### src/rtl/div_if.sv
// Handshake and result bundle between the execute-stage control and the divider.
interface div_if #(
  parameter int WIDTH = 32
);
  logic             start;
  logic             signed_div;
  logic [WIDTH-1:0] opa;
  logic [WIDTH-1:0] opb;
  logic             annul;
  logic             busy;
  logic             stall_req;
  logic             done;
  logic [WIDTH-1:0] quotient;
  logic [WIDTH-1:0] remainder;

  modport master (
    output start, signed_div, opa, opb, annul,
    input  busy, stall_req, done, quotient, remainder
  );

  modport slave (
    input  start, signed_div, opa, opb, annul,
    output busy, stall_req, done, quotient, remainder
  );
endinterface

### src/rtl/div_unit.sv
// Radix-2 restoring divider for MIPS DIV/DIVU: one quotient bit per cycle,
// quotient goes to LO and remainder to HI, with a one-cycle done pulse.
module div_unit #(
  parameter int WIDTH = 32
) (
  input  logic  clk,
  input  logic  rst,
  div_if.slave  bus
);

  localparam int CNT_W = $clog2(WIDTH);

  localparam logic [1:0] IDLE = 2'd0;
  localparam logic [1:0] RUN  = 2'd1;
  localparam logic [1:0] DONE = 2'd2;

  logic [1:0]       state;
  logic [1:0]       state_nxt;
  logic             busy_r;
  logic             done_r;
  logic [WIDTH-1:0] dvd_p0;     // dividend shifting out, quotient bits shifting in
  logic [WIDTH-1:0] dvs_p0;     // divisor magnitude
  logic [WIDTH-1:0] prem_p0;    // partial remainder
  logic [CNT_W-1:0] cnt_p0;
  logic             sign_q_p0;
  logic             sign_r_p0;
  logic [WIDTH-1:0] quo_r;
  logic [WIDTH-1:0] rem_r;

  logic             idle_or_done;
  logic             accept;
  logic             by_zero;
  logic             last;
  logic [WIDTH:0]   trial;
  logic             qbit;
  logic [WIDTH-1:0] prem_nxt;
  logic [WIDTH-1:0] dvd_nxt;

  // Two's-complement magnitude when the operand is treated as signed.
  function automatic logic [WIDTH-1:0] magnitude(input logic [WIDTH-1:0] x, input logic is_signed);
    return (is_signed && x[WIDTH-1]) ? -x : x;
  endfunction

  // Conditional negation used for the final sign fix.
  function automatic logic [WIDTH-1:0] neg_if(input logic [WIDTH-1:0] x, input logic neg);
    return neg ? -x : x;
  endfunction

  assign idle_or_done = (state == IDLE) || (state == DONE);
  assign accept       = bus.start && !bus.annul && idle_or_done;
  assign by_zero      = (bus.opb == '0);
  assign last         = (cnt_p0 == CNT_W'(WIDTH - 1));

  // Trial subtraction is one bit wider than the operands so the borrow is the sign.
  assign trial    = {prem_p0, dvd_p0[WIDTH-1]} - {1'b0, dvs_p0};
  assign qbit     = ~trial[WIDTH];
  assign prem_nxt = qbit ? trial[WIDTH-1:0] : {prem_p0[WIDTH-2:0], dvd_p0[WIDTH-1]};
  assign dvd_nxt  = {dvd_p0[WIDTH-2:0], qbit};

  // Next-state decode; annul wins over both issue and completion.
  always_comb begin
    state_nxt = IDLE;
    case (state)
      IDLE, DONE: begin
        if (accept) state_nxt = by_zero ? DONE : RUN;
        else        state_nxt = IDLE;
      end
      RUN: begin
        if (bus.annul) state_nxt = IDLE;
        else if (last) state_nxt = DONE;
        else           state_nxt = RUN;
      end
      default: state_nxt = IDLE;
    endcase
  end

  // Control state and registered status flags.
  always_ff @(posedge clk or posedge rst) begin
    if (rst) begin
      state  <= IDLE;
      busy_r <= 1'b0;
      done_r <= 1'b0;
    end else begin
      state  <= state_nxt;
      busy_r <= (state_nxt == RUN);
      done_r <= (state_nxt == DONE);
    end
  end

  // ---- stage p0: operand capture and one restoring iteration per cycle ----
  // Iteration datapath, plus result registers that only change on DONE entry.
  always_ff @(posedge clk or posedge rst) begin
    if (rst) begin
      dvd_p0    <= '0;
      dvs_p0    <= '0;
      prem_p0   <= '0;
      cnt_p0    <= '0;
      sign_q_p0 <= 1'b0;
      sign_r_p0 <= 1'b0;
      quo_r     <= '0;
      rem_r     <= '0;
    end else if (accept) begin
      if (by_zero) begin
        quo_r <= '1;
        rem_r <= bus.opa;
      end else begin
        dvd_p0    <= magnitude(bus.opa, bus.signed_div);
        dvs_p0    <= magnitude(bus.opb, bus.signed_div);
        prem_p0   <= '0;
        cnt_p0    <= '0;
        sign_q_p0 <= bus.signed_div && (bus.opa[WIDTH-1] ^ bus.opb[WIDTH-1]);
        sign_r_p0 <= bus.signed_div && bus.opa[WIDTH-1];
      end
    end else if ((state == RUN) && !bus.annul) begin
      dvd_p0  <= dvd_nxt;
      prem_p0 <= prem_nxt;
      cnt_p0  <= cnt_p0 + CNT_W'(1);
      // ---- stage p1: sign fix lands on the edge that enters DONE ----
      if (last) begin
        quo_r <= neg_if(dvd_nxt, sign_q_p0);
        rem_r <= neg_if(prem_nxt, sign_r_p0);
      end
    end
  end

  assign bus.busy      = busy_r;
  assign bus.done      = done_r;
  assign bus.quotient  = quo_r;
  assign bus.remainder = rem_r;
  assign bus.stall_req = busy_r || accept;

endmodule
### src/flat_wrapper.sv
// flat-port wrapper written by rule: the top's interface ports become plain ports
module div_unit_flat 
#(
  parameter int WIDTH = 32
)
  (clk, rst, bus_start, bus_signed_div, bus_opa, bus_opb, bus_annul, bus_busy, bus_stall_req, bus_done, bus_quotient, bus_remainder);
  div_if #(.WIDTH(WIDTH)) bus_i ();
  input  logic clk;
  input  logic rst;
  input wire logic [$bits(bus_i.start)-1:0] bus_start;
  input wire logic [$bits(bus_i.signed_div)-1:0] bus_signed_div;
  input wire logic [$bits(bus_i.opa)-1:0] bus_opa;
  input wire logic [$bits(bus_i.opb)-1:0] bus_opb;
  input wire logic [$bits(bus_i.annul)-1:0] bus_annul;
  output wire logic [$bits(bus_i.busy)-1:0] bus_busy;
  output wire logic [$bits(bus_i.stall_req)-1:0] bus_stall_req;
  output wire logic [$bits(bus_i.done)-1:0] bus_done;
  output wire logic [$bits(bus_i.quotient)-1:0] bus_quotient;
  output wire logic [$bits(bus_i.remainder)-1:0] bus_remainder;
  assign bus_i.start = bus_start;
  assign bus_i.signed_div = bus_signed_div;
  assign bus_i.opa = bus_opa;
  assign bus_i.opb = bus_opb;
  assign bus_i.annul = bus_annul;
  assign bus_busy = bus_i.busy;
  assign bus_stall_req = bus_i.stall_req;
  assign bus_done = bus_i.done;
  assign bus_quotient = bus_i.quotient;
  assign bus_remainder = bus_i.remainder;
  div_unit #(.WIDTH(WIDTH)) u_core (.clk(clk), .rst(rst), .bus(bus_i));
endmodule
### config.mk
export PLATFORM = sky130hd
export DESIGN_NAME = div_unit_flat
export DESIGN_NICKNAME = d
export VERILOG_FILES = /design/src/rtl/div_if.sv /design/src/rtl/div_unit.sv /design/src/flat_wrapper.sv
export SDC_FILE = /design/constraint.sdc
export NUM_CORES = 1
export LEC_CHECK = 0
export ABC_AREA = 1
export BUFFER_PORTS_ARGS = -buffer_cell sky130_fd_sc_hd__buf_2
export CORE_ASPECT_RATIO = 1.75
export CORE_MARGIN = 2
export CORE_UTILIZATION = 34
export DETAILED_ROUTE_END_ITERATION = 8
export GPL_TIMING_DRIVEN = 0
export SETUP_SLACK_MARGIN = 0.3
export SYNTH_ARGS = -nofsm -noshare
export SYNTH_HDL_FRONTEND = slang
export SYNTH_SLANG_ARGS = --single-unit
### constraint.sdc
create_clock -name clk -period 10.5 [get_ports clk]
set_input_delay 2.1 -clock clk [delete_from_list [all_inputs] [get_ports clk]]
set_output_delay 2.1 -clock clk [all_outputs]
set_load 0.1 [all_outputs]
==> impl_metrics.csv <==
group,metric,value,unit
critical_path,critical-path-top-delay-family,"buffers and inverters",
critical_path,crit_path_end,"bus_stall_req",
routing,via_per_inst,5.24,
timing,min_period,7340,ps
finish,area_delta_synth_final,14.1,%
clocking,clk_transition_reported_paths,70,ps
yosys,ys_warn_count,0,
yosys,async_flop_share,100,%
routing,drc,0,
floorplan,start_util,34.2,%
floorplan,core_area,0.0390,mm^2
grt,grt_max_degree,121,
hold_path,hold_path_class,"register to register",
routing,dr.pass1.iters,5,
finish,n_antenna_cell,0,
yosys,ys_seq_area_share,32.0,%
timing,fmax,0.136,GHz
routing,drt_iter0_drc,754,
yosys,ys_ff_latch,171,
timing,setup_viol,0,
critical_path,worstPathCellList,"buf_2 -> inv_1 -> nand2_1 -> nor2_1 -> clkbuf_1 -> buf_1 -> or2_2 -> buf_2",
grt,antenna_found_initial,1,
yosys,synth_top_cell_area_share,32.0,%
clocking,insertion_delay,470,ps
critical_path,cp-end-kind,"output port",
yosys,synth_edf_count,0,
yosys,syn-num-nets,2184,
critical_path,critical_path_class,"input port to output port",
timing,slew_headroom,11.5,%
job,max_cap_violations,0,
critical_path,r2r-start,"u_core.dvd_p0[31]",
clocking,cts_tree,"yes",
power,powerDensity,390,mW/mm^2
clocking,clockBufferDepth,2,
placement,place_congestion,0.964,
finish,finish.utilization,39.0,%
critical_path,worstPathBufferInverterCount,5,
critical_path,cp-startpoint,"bus_annul",
grt,track_usage,27.6,%
clocking,cts.sinks,171,
floorplan,die_y,266,um
floorplan,dieArea,0.0410,mm^2
clocking,root_buffer,"clkbuf_16",
critical_path,cp.required,8400,ps
routing,routed_wl,55400,um
routing,wl_per_cell,20.3,um
finish,nets,2339,
critical_path,slowest_stage,"buf_1",
timing,maxSlewViolCount,0,
power,leakagePower,0.00782,uW
timing,tns,0,ps
grt,grt_pass1_vias,14700,
critical_path,timing.rr.end,"u_core.bus.quotient[28]",
grt,grt_pass1_wl,84000,um
yosys,ys.flop_type,"dfrtp_1",
critical_path,arrival,5240,ps
yosys,synthesis.area,0.0134,mm^2
timing,grt_setup_unrepaired,"false",
clocking,htree_num_levels,4,
floorplan,io_pins,136,
critical_path,worstPathMaxFanout,10,
clocking,cts_setup_buffers,0,
timing,period_share,69.9,%
timing,hold_viol,0,
finish,drive_above_1_share,11.3,%
critical_path,worstSetupStartpointType,"input port",
placement,numPortBuffers,135,
floorplan,rows,96,
timing,worst_pin_slew,1310,ps
critical_path,cp_common_cell,"buf_2",
yosys,synth_cells,2076,
run_status,outcome,"complete, no violations",
routing,num_vias,14300,
placement,hpwl,45400,um
yosys,ys_types,56,
clocking,ctsResizeCount,0,
power,ir_drop,0.147,mV
clocking,cts_made_buffers,17,
timing,clock_skew,12.0,ps
critical_path,ff2ff_path_depth,31,
yosys,synth_top_cell_by_area,"dfrtp_1",
routing,ant_nets,0,
yosys,synth.avg_cell_area,6.44,um^2
yosys,synthTopCellsByArea,"dfrtp_1, nand2_1, inv_1",
floorplan,die_x,154,um
grt,grt-ovfl-total,0,
critical_path,r2r_slack,4980,ps
critical_path,worst-path-stages,8,
clocking,hold_buffers,0,
critical_path,slowest_delay,740,ps
synth_stat cells, types with 3 or more instances:
cell	n
a21oi_1	77
a221oi_1	4
a22oi_1	3
a31oi_1	25
a41oi_1	11
and2_1	4
buf_1	12
buf_2	9
buf_6	5
clkbuf_1	46
dfrtp_1	171
ha_1	38
inv_1	272
inv_2	7
nand2_1	630
nand2_2	21
nand2_4	7
nand3_1	170
nand3_2	3
nand3b_1	6
nand4_1	21
nor2_1	208
nor2_2	10
nor3_1	25
nor3_2	7
nor4_1	7
o211ai_1	18
o21ai_0	125
o21ai_1	12
o21ai_2	3
o21bai_1	4
o22ai_1	32
o31ai_1	9
or2_2	4
xnor2_1	8
xor2_1	36
metal layers:
| layer | routed length (um) | vias up | part of all wire, % | GRT usage [%] |
|---|---|---|---|---|
| li1 | - | 7052 | - | - |
| met1 | 18200 | 6597 | 33 | 24.5 |
| met2 | 30400 | 462 | 55 | 54.5 |
| met4 | 4790 | 0 | 8.6 | 21.3 |
| met5 | 0 | - | 0 | 0 |
| met3 | 2080 | 202 | 3.8 | 4.21 |
worst min-delay path: cells and delay by family (launching register included):
| kind | cells | cell delay, ps |
|---|---|---|
| flip-flops | 1 | 340 |
| AND/OR/NAND/NOR | 2 | 100 |
cells in the final DEF (no fill, tap or decap), drive strengths merged, types with 21 or more instances in the layout:
cell type	instances
xor2	36
nor3	32
dfrtp	171
o22ai	32
nor2	219
clkbuf	65
buf	165
a31oi	25
nand4	21
inv	284
o21ai	141
a21oi	80
nand2	658
ha	38
nand3	174
cell families after synthesis:
| family | synth area share, % |
|---|---|
| muxes | 0.0749 |
| buffers and inverters | 10.5 |
| and+or+nand+nor | 36.0 |
| DFF | 32.0 |
| AOI/OAI and AO/OA | 14.8 |
| xor gates and xnor gates | 2.88 |
| adders and majority gates | 3.71 |
report_power, final:
group / total [uW] / leakage, uW / switching [uW] / internal (uW)
Sequential: 1090 / 0.00209 / 194 / 891
Clock: 628 / 0.000265 / 308 / 320
Combinational: 4230 / 0.00547 / 3150 / 1080
area by class of cell:
| cell class | count | area [um^2] |
|---|---|---|
| Inverter | 281 | 1060 |
| Clock inverter | 13 | 108 |
| Timing Repair Buffer | 136 | 703 |
| Tap cell | 490 | 613 |
| Clock buffer | 19 | 453 |
| Buffer | 75 | 349 |
| Sequential cell | 171 | 4280 |
| Fill cell | 4267 | 23800 |
| Multi-Input combinational cell | 1549 | 7680 |
registers in the layout (all words and copies together) (netlist names):
register / cells
u_core.bus.quotient: 32
u_core.bus.remainder: 32
u_core.dvd_p0: 32
u_core.dvs_p0: 32
u_core.prem_p0: 32
u_core.cnt_p0: 5
u_core.state: 2
u_core.bus.busy: 1
u_core.bus.done: 1
u_core.sign_q_p0: 1
u_core.sign_r_p0: 1
worst min path at each step:
stage                             from  slack [ps]  cells after the start                 endpoint
3_5_place_dp   u_core.bus.quotient[27]         460                      2  u_core.bus.quotient[27]
6_report        u_core.bus.quotient[9]         470                      2   u_core.bus.quotient[9]
5_1_grt         u_core.bus.quotient[7]         500                      2   u_core.bus.quotient[7]
4_1_cts        u_core.bus.quotient[27]         480                      2  u_core.bus.quotient[27]
3_3_place_gp   u_core.bus.quotient[17]         460                      2  u_core.bus.quotient[17]
2_1_floorplan        u_core.dvs_p0[10]         450                      2        u_core.dvs_p0[10]
stage by stage:
stage / cell area (um^2) / setup WS, ps / total power (uW) / hold slack [ps] / std cells
6_report: 15200 / 3160 / 5950 / 474 / 2734
5_1_grt: 15200 / 3100 / 6430 / 498 / 2734
4_1_cts: 15200 / 3270 / 5930 / 480 / 2734
3_5_place_dp: 14700 / 3280 / 5290 / 460 / 2702
3_3_place_gp: 14600 / 1420 / 5260 / 459 / 2701
2_1_floorplan: 13400 / 3770 / 4200 / 453 / 2076
Note: power is estimated with default switching activity, not from simulation.
